`src/rtl/zmod_adc_cal_decim.sv`:
```
// zmod_adc_cal_decim: per-channel gain/offset calibration with saturation, then boxcar average + decimate by 2^DECIM_LOG2.
// Latency: 2 cycles input -> o14_cal_x/o_cal_valid; 3 cycles last contributing sample -> o_avg_valid.
// No backpressure: one sample per clk; dropping the qualifier flushes stage 1 and discards the partial frame.
module zmod_adc_cal_decim #(
  parameter int DECIM_LOG2 = 3
) (
  input  logic        clk,
  input  logic        rst,
  input  logic [13:0] i14_data_a,
  input  logic [13:0] i14_data_b,
  input  logic        i_adc_configured,
  input  logic        i_enable,
  input  logic [15:0] i16_gain_a,
  input  logic [15:0] i16_gain_b,
  input  logic [13:0] i14_offset_a,
  input  logic [13:0] i14_offset_b,
  input  logic        i_clear_flags,
  output logic [13:0] o14_cal_a,
  output logic [13:0] o14_cal_b,
  output logic        o_cal_valid,
  output logic [13:0] o14_avg_a,
  output logic [13:0] o14_avg_b,
  output logic        o_avg_valid,
  output logic        o_sat_a,
  output logic        o_sat_b
);

  // Accumulator holds up to 2^N full-scale 14-bit samples without overflow.
  localparam int AW = 14 + DECIM_LOG2;
  // Counter needs at least one bit even in pass-through mode.
  localparam int CW = (DECIM_LOG2 == 0) ? 1 : DECIM_LOG2;
  localparam logic [CW-1:0] CNT_LAST = CW'((1 << DECIM_LOG2) - 1);

  // Returns {saturated, clamped 14-bit value}.
  function automatic logic [14:0] sat14(input logic signed [29:0] s);
    logic [14:0] r;
    if (s > 30'sd8191) begin
      r = {1'b1, 14'h1FFF};
    end else if (s < -30'sd8192) begin
      r = {1'b1, 14'h2000};
    end else begin
      r = {1'b0, s[13:0]};
    end
    return r;
  endfunction

  logic qual;
  assign qual = i_enable & i_adc_configured;

  // Stage 1: exact products and the qualifier that travels with them.
  logic signed [29:0] prod_a_d, prod_b_d, prod_a_q, prod_b_q;
  logic               v1_d, v1_q;

  assign prod_a_d = 30'($signed(i14_data_a)) * 30'($signed(i16_gain_a));
  assign prod_b_d = 30'($signed(i14_data_b)) * 30'($signed(i16_gain_b));
  assign v1_d     = qual;

  // Stage 1 register: products and valid.
  always_ff @(posedge clk) begin
    if (rst) begin
      prod_a_q <= '0;
      prod_b_q <= '0;
      v1_q     <= 1'b0;
    end else begin
      prod_a_q <= prod_a_d;
      prod_b_q <= prod_b_d;
      v1_q     <= v1_d;
    end
  end

  // Stage 2: scale back from Q2.14 (floor), add offset, clamp to 14 bits.
  logic signed [29:0] sum_a, sum_b;
  logic [14:0]        satres_a, satres_b;
  logic signed [13:0] cal_a_d, cal_b_d, cal_a_q, cal_b_q;
  logic               cal_valid_d, cal_valid_q;
  logic               sat_a_d, sat_b_d, sat_a_q, sat_b_q;

  assign sum_a    = (prod_a_q >>> 14) + 30'($signed(i14_offset_a));
  assign sum_b    = (prod_b_q >>> 14) + 30'($signed(i14_offset_b));
  assign satres_a = sat14(sum_a);
  assign satres_b = sat14(sum_b);

  // Stage 2 next state; a qualifier drop also kills the sample sitting in stage 1.
  always_comb begin
    cal_a_d     = satres_a[13:0];
    cal_b_d     = satres_b[13:0];
    cal_valid_d = v1_q & qual;
    // Setting has priority over clearing so a saturation event is never lost.
    sat_a_d     = (v1_q & satres_a[14]) | (sat_a_q & ~i_clear_flags);
    sat_b_d     = (v1_q & satres_b[14]) | (sat_b_q & ~i_clear_flags);
  end

  // Stage 2 register: calibrated samples, valid and sticky flags.
  always_ff @(posedge clk) begin
    if (rst) begin
      cal_a_q     <= '0;
      cal_b_q     <= '0;
      cal_valid_q <= 1'b0;
      sat_a_q     <= 1'b0;
      sat_b_q     <= 1'b0;
    end else begin
      cal_a_q     <= cal_a_d;
      cal_b_q     <= cal_b_d;
      cal_valid_q <= cal_valid_d;
      sat_a_q     <= sat_a_d;
      sat_b_q     <= sat_b_d;
    end
  end

  // Decimator: shared frame counter, one accumulator per channel.
  logic signed [AW-1:0] acc_a_d, acc_b_d, acc_a_q, acc_b_q;
  logic signed [AW-1:0] dsum_a, dsum_b;
  logic [CW-1:0]        cnt_d, cnt_q;
  logic signed [13:0]   avg_a_d, avg_b_d, avg_a_q, avg_b_q;
  logic                 avg_valid_d, avg_valid_q;

  assign dsum_a = acc_a_q + AW'(cal_a_q);
  assign dsum_b = acc_b_q + AW'(cal_b_q);

  // Decimator next state: accumulate, emit floor-average on the last sample of a frame.
  always_comb begin
    acc_a_d     = acc_a_q;
    acc_b_d     = acc_b_q;
    cnt_d       = cnt_q;
    avg_a_d     = avg_a_q;
    avg_b_d     = avg_b_q;
    avg_valid_d = 1'b0;
    if (!qual) begin
      // Partial frame discarded; next frame aligns to the enable edge.
      acc_a_d = '0;
      acc_b_d = '0;
      cnt_d   = '0;
    end else if (cal_valid_q) begin
      if (cnt_q == CNT_LAST) begin
        // Sum of 2^N in-range samples shifted by N is back in 14-bit range.
        avg_a_d     = dsum_a[AW-1:DECIM_LOG2];
        avg_b_d     = dsum_b[AW-1:DECIM_LOG2];
        avg_valid_d = 1'b1;
        acc_a_d     = '0;
        acc_b_d     = '0;
        cnt_d       = '0;
      end else begin
        acc_a_d = dsum_a;
        acc_b_d = dsum_b;
        cnt_d   = cnt_q + CW'(1);
      end
    end
  end

  // Decimator state register.
  always_ff @(posedge clk) begin
    if (rst) begin
      acc_a_q     <= '0;
      acc_b_q     <= '0;
      cnt_q       <= '0;
      avg_a_q     <= '0;
      avg_b_q     <= '0;
      avg_valid_q <= 1'b0;
    end else begin
      acc_a_q     <= acc_a_d;
      acc_b_q     <= acc_b_d;
      cnt_q       <= cnt_d;
      avg_a_q     <= avg_a_d;
      avg_b_q     <= avg_b_d;
      avg_valid_q <= avg_valid_d;
    end
  end

  assign o14_cal_a   = cal_a_q;
  assign o14_cal_b   = cal_b_q;
  assign o_cal_valid = cal_valid_q;
  assign o14_avg_a   = avg_a_q;
  assign o14_avg_b   = avg_b_q;
  assign o_avg_valid = avg_valid_q;
  assign o_sat_a     = sat_a_q;
  assign o_sat_b     = sat_b_q;

endmodule
```
`config.mk`:
```
export PLATFORM = sky130hd
export DESIGN_NAME = zmod_adc_cal_decim
export DESIGN_NICKNAME = d
export VERILOG_FILES = /design/src/rtl/zmod_adc_cal_decim.sv
export SDC_FILE = /design/constraint.sdc
export NUM_CORES = 1
export LEC_CHECK = 0
export CAP_MARGIN = 20
export CORE_MARGIN = 8
export CORE_UTILIZATION = 62
export DETAILED_ROUTE_END_ITERATION = 10
export PLACE_DENSITY = 0.83
export SYNTH_ARGS = -nofsm -noshare
export SYNTH_HDL_FRONTEND = slang
export SYNTH_SLANG_ARGS = --single-unit
```
`constraint.sdc`:
```
create_clock -name clk -period 8 [get_ports clk]
set_input_delay 0.8 -clock clk [delete_from_list [all_inputs] [get_ports clk]]
set_output_delay 0.8 -clock clk [all_outputs]
set_load 0.01 [all_outputs]
```
==> impl_results.md <==
- Syn-to-layout area delta: 11.2%
- N_diodes: 0
- Sequential-to-total area share from yosys stat: 0.113
- Syn Area/Cell: 9.03 um2
- Hold path endpoint: o_cal_valid$_SDFF_PP0_
- CTS Buf Count: 17
- Die ar.: 0.0435 mm2
- Initial antenna violation count: 0
- Worst-path clk slew: 0.06 ns
- Period minus WS final: 7.19 ns
- Async set or reset register ratio after synthesis: 0
- Tcrit/Tclk final: 0.899
- R2r endpoint: o14_cal_a[7]$_SDFF_PP0_
- Worst endpoint required time: 8.31 ns
- Top cells by area, synth: fa_1 38%, dfxtp_1 11%, ha_1 11%
- Delay-heaviest family, CP: adder cells
- Met2 usage: 0.461
- Die span in y: 209 um
- Worst Hold Launch: v1_q$_SDFF_PP0_
- Synth Instances: 2,548
- CTS Buffer Depth: 2
- Grt ovf: 0
- EDFF count, synth: 0
- CTS tree: yes
- CP Cell Sequence: clkdlybuf4s50_1 -> nand2_1 -> fa_1 -> fa_1 -> inv_1 -> fa_1 -> fa_1 -> fa_1 -> inv_1 -> fa_1 -> inv_1 -> ha_1 -> nand4_1 -> nor2_1 -> and2_1 -> and2_1 -> a211oi_1 -> o31ai_1 -> a21oi_1 -> a41oi_1 -> nand2_1
- CP startpoint kind: input port
- # H-tree levels: 4
- DRT iter0 DRCs: 1,353
- GR Util met1: 0.345
- Worst setup slack after layout: 0.809 ns
- CP dominant cell by count: fa_1
- Core region area: 0.0366 mm2
- Routed Antenna Nets: 0
- Max Fanout on Critical Path: 16
- IO Pins: 153
- Post-cts sizing count: 0
- Final HPWL DP: 47,500 um
- GRT Util Overall: 0.269
- Yosys Warn Count: 0
- Drt total wl: 58,300 um
- GR peak layer: met2
- Sink Count: 130
- Initial core utilization: 0.629
- Primary FF master, synth: dfxtp_1
- Worst R2R Path Depth: 11
- Crit path kind: in2reg
- Worst Hold Margin: 0.451 ns
- Clock tree root driver cell: clkbuf_16
- # fillers: 2,754
- Row cnt: 70
- Die W: 209 um
- Worst setup slack after placement: 0.406 ns
- Layout net count: 3,393
- CP max stage delay: 0.82 ns
- Hold/Removal Path Class: reg2reg
- Largest net degree at the start of global routing: 62
- Setup_tns: 0 ns
- Worst Max-Slew Pin Slew: 0.988 ns
- Area leader, netlist: fa_1
- Fmax: 139 MHz
- Post-synth cell types: 78
- Final Skew: 0.00752 ns
- Crit-path slowest cell: fa_1
- Worst hold stages: 1
- First-pass GRT wire length: 96,000 um
- Postcts setup bufs: 0
- DR WL/cell: 18.6 um
- Mapped Nets: 3,283
- Cell Area, Synth: 0.0230 mm2
- Final Wtd Congestion: 0.992
- Worst-skew pair later-pin latency: 0.42 ns
- Share of cells above drive strength 1: 0.0277
- CP Buf/Inv Count: 4
- Vias in the first global route: 19,153
- RSZ-0062 raised after global routing: no
- Status: completed
- Via density: 5.69
- Routing usage on met3: 0.0578
- CTS Hold Buffers Added: 0
- Reg2reg setup slack: 4.59 ns
- Port bufs: 152
- Final Setup Violations: 0
- Vias: 17,858
- FF-to-FF Start: prod_a_q[14]$_SDFF_PP0_
- Max_cap viols: 0
- Final hold violations: 0
- Worst relative slew slack: 0.339
- First-pass DRT Iterations: 6
- # DRC: 0
- Final Max Tran Viols: 0
- Share of the synthesized area in the top cell type: 0.383
- Endpoint type of the worst setup path: register
- CP arrival: 7.50 ns
- Flops & latches, synth: 130
==> worst max-delay path by stage <==
stage,from,end,slack (ns),cells past startpoint
floorplan,i16_gain_a[6],prod_a_q[21]$_SDFF_PP0_,1.60,21
global placement,i14_data_b[2],prod_b_q[28]$_SDFF_PP0_,0.65,21
detailed placement,i14_data_b[2],prod_b_q[28]$_SDFF_PP0_,0.41,21
CTS,i14_data_b[2],prod_b_q[28]$_SDFF_PP0_,0.86,21
global route,i14_data_b[2],prod_b_q[29]$_SDFF_PP0_,0.40,21
finish,i14_data_b[2],prod_b_q[29]$_SDFF_PP0_,0.81,21
==> worst register-to-register path, delay by kind of cell, from the launching register on <==
kind | cells | cell delay (ns)
AO/OA/AOI/OAI | 8 | 2.16
adder cells (fa/ha/maj) | 2 | 0.64
flip-flops | 1 | 0.30
AND/OR/NAND/NOR | 1 | 0.25
==> final cells by class <==
type	instances	area [um2]	area share
inverters	511	1920	0.0750
repair buffers	177	1710	0.0669
clock buffers	20	457	0.0179
multi-input cells	1821	18200	0.710
well taps	468	586	0.0229
flip-flops and latches	130	2600	0.102
clock inverters	12	156	0.00611
==> through the flow <==
stage                     cell area (um2)   util  std cells
final                               25600  0.699       3139
after global routing                25600  0.699       3139
after CTS                           25600  0.698       3138
after detailed placement            25000  0.682       3106
after global placement              25000  0.682       3106
after floorplan                     23000      -       2548
==> sequential cells by signal (all words and copies together), names as in the netlist <==
| name | count |
|---|---|
| o_avg_valid | 1 |
| prod_b_q | 16 |
| o14_avg_b | 14 |
| o_sat_b | 1 |
| o14_avg_a | 14 |
| v1_q | 1 |
| o_cal_valid | 1 |
| o_sat_a | 1 |
| prod_a_q | 16 |
| acc_b_q | 17 |
| o14_cal_b | 14 |
| o14_cal_a | 14 |
| cnt_q | 3 |
| acc_a_q | 17 |
==> synth_stat cells (all sizes together), types with 8 or more instances <==
cell	n
inv	510
fa	440
nand2	257
and2	247
ha	202
nor2	134
dfxtp	130
a21oi	96
clkbuf	80
xnor2	63
o21ai	48
a21o	46
xor2	27
o21a	25
nand2b	22
nor3	21
a22oi	20
nand3	18
a211oi	15
a31oi	11
o21bai	10
nand4	9
o211ai	9
and3	8
==> routing by layer <==
metal,up-vias,share of wire
met1,8791,0.41
met2,808,0.48
li1,8124,-
met4,0,0.024
met5,-,0
met3,135,0.085
==> kinds of logic (layout without fill, tap and decap cells) <==
| group | after synthesis | after routing | share of synthesized area |
|---|---|---|---|
| AND/OR/NAND/NOR | 751 | 751 | 0.161 |
| adder cells (fa/ha/maj) | 642 | 642 | 0.493 |
| buffers and inverters | 597 | 720 | 0.0982 |
| AO/OA/AOI/OAI | 335 | 335 | 0.0994 |
| flip-flops | 130 | 130 | 0.113 |
| XOR/XNOR | 90 | 90 | 0.0342 |
| multiplexers | 3 | 3 | 0.00130 |
==> cells in the final DEF (no fill, tap or decap), types with 5 or more instances in the layout <==
cell type,synthesis,final
clkdlybuf4s50_1,0,151
nor3_1,21,21
xor2_1,27,27
fa_1,440,440
nand3_1,18,18
nor2_1,134,134
dfxtp_1,130,130
a211oi_1,15,15
o21bai_1,10,10
o32ai_1,6,6
a211o_1,5,5
inv_1,510,510
a31oi_1,10,10
o21a_1,25,25
o211ai_1,8,8
ha_1,202,202
o31ai_1,6,6
nand2_1,257,257
o21ai_0,44,44
nand2b_1,22,22
and3_1,8,8
buf_4,1,24
clkbuf_16,0,17
nor2b_1,7,7
a21oi_1,94,94
and2_1,245,245
a21o_1,46,46
xnor2_1,63,63
a22oi_1,20,20
or3_1,7,7
nand4_1,9,9
Power is left out: the tool's default activity adds up to more than one toggle a clock period on the data nets, which glitch-free logic cannot reach.
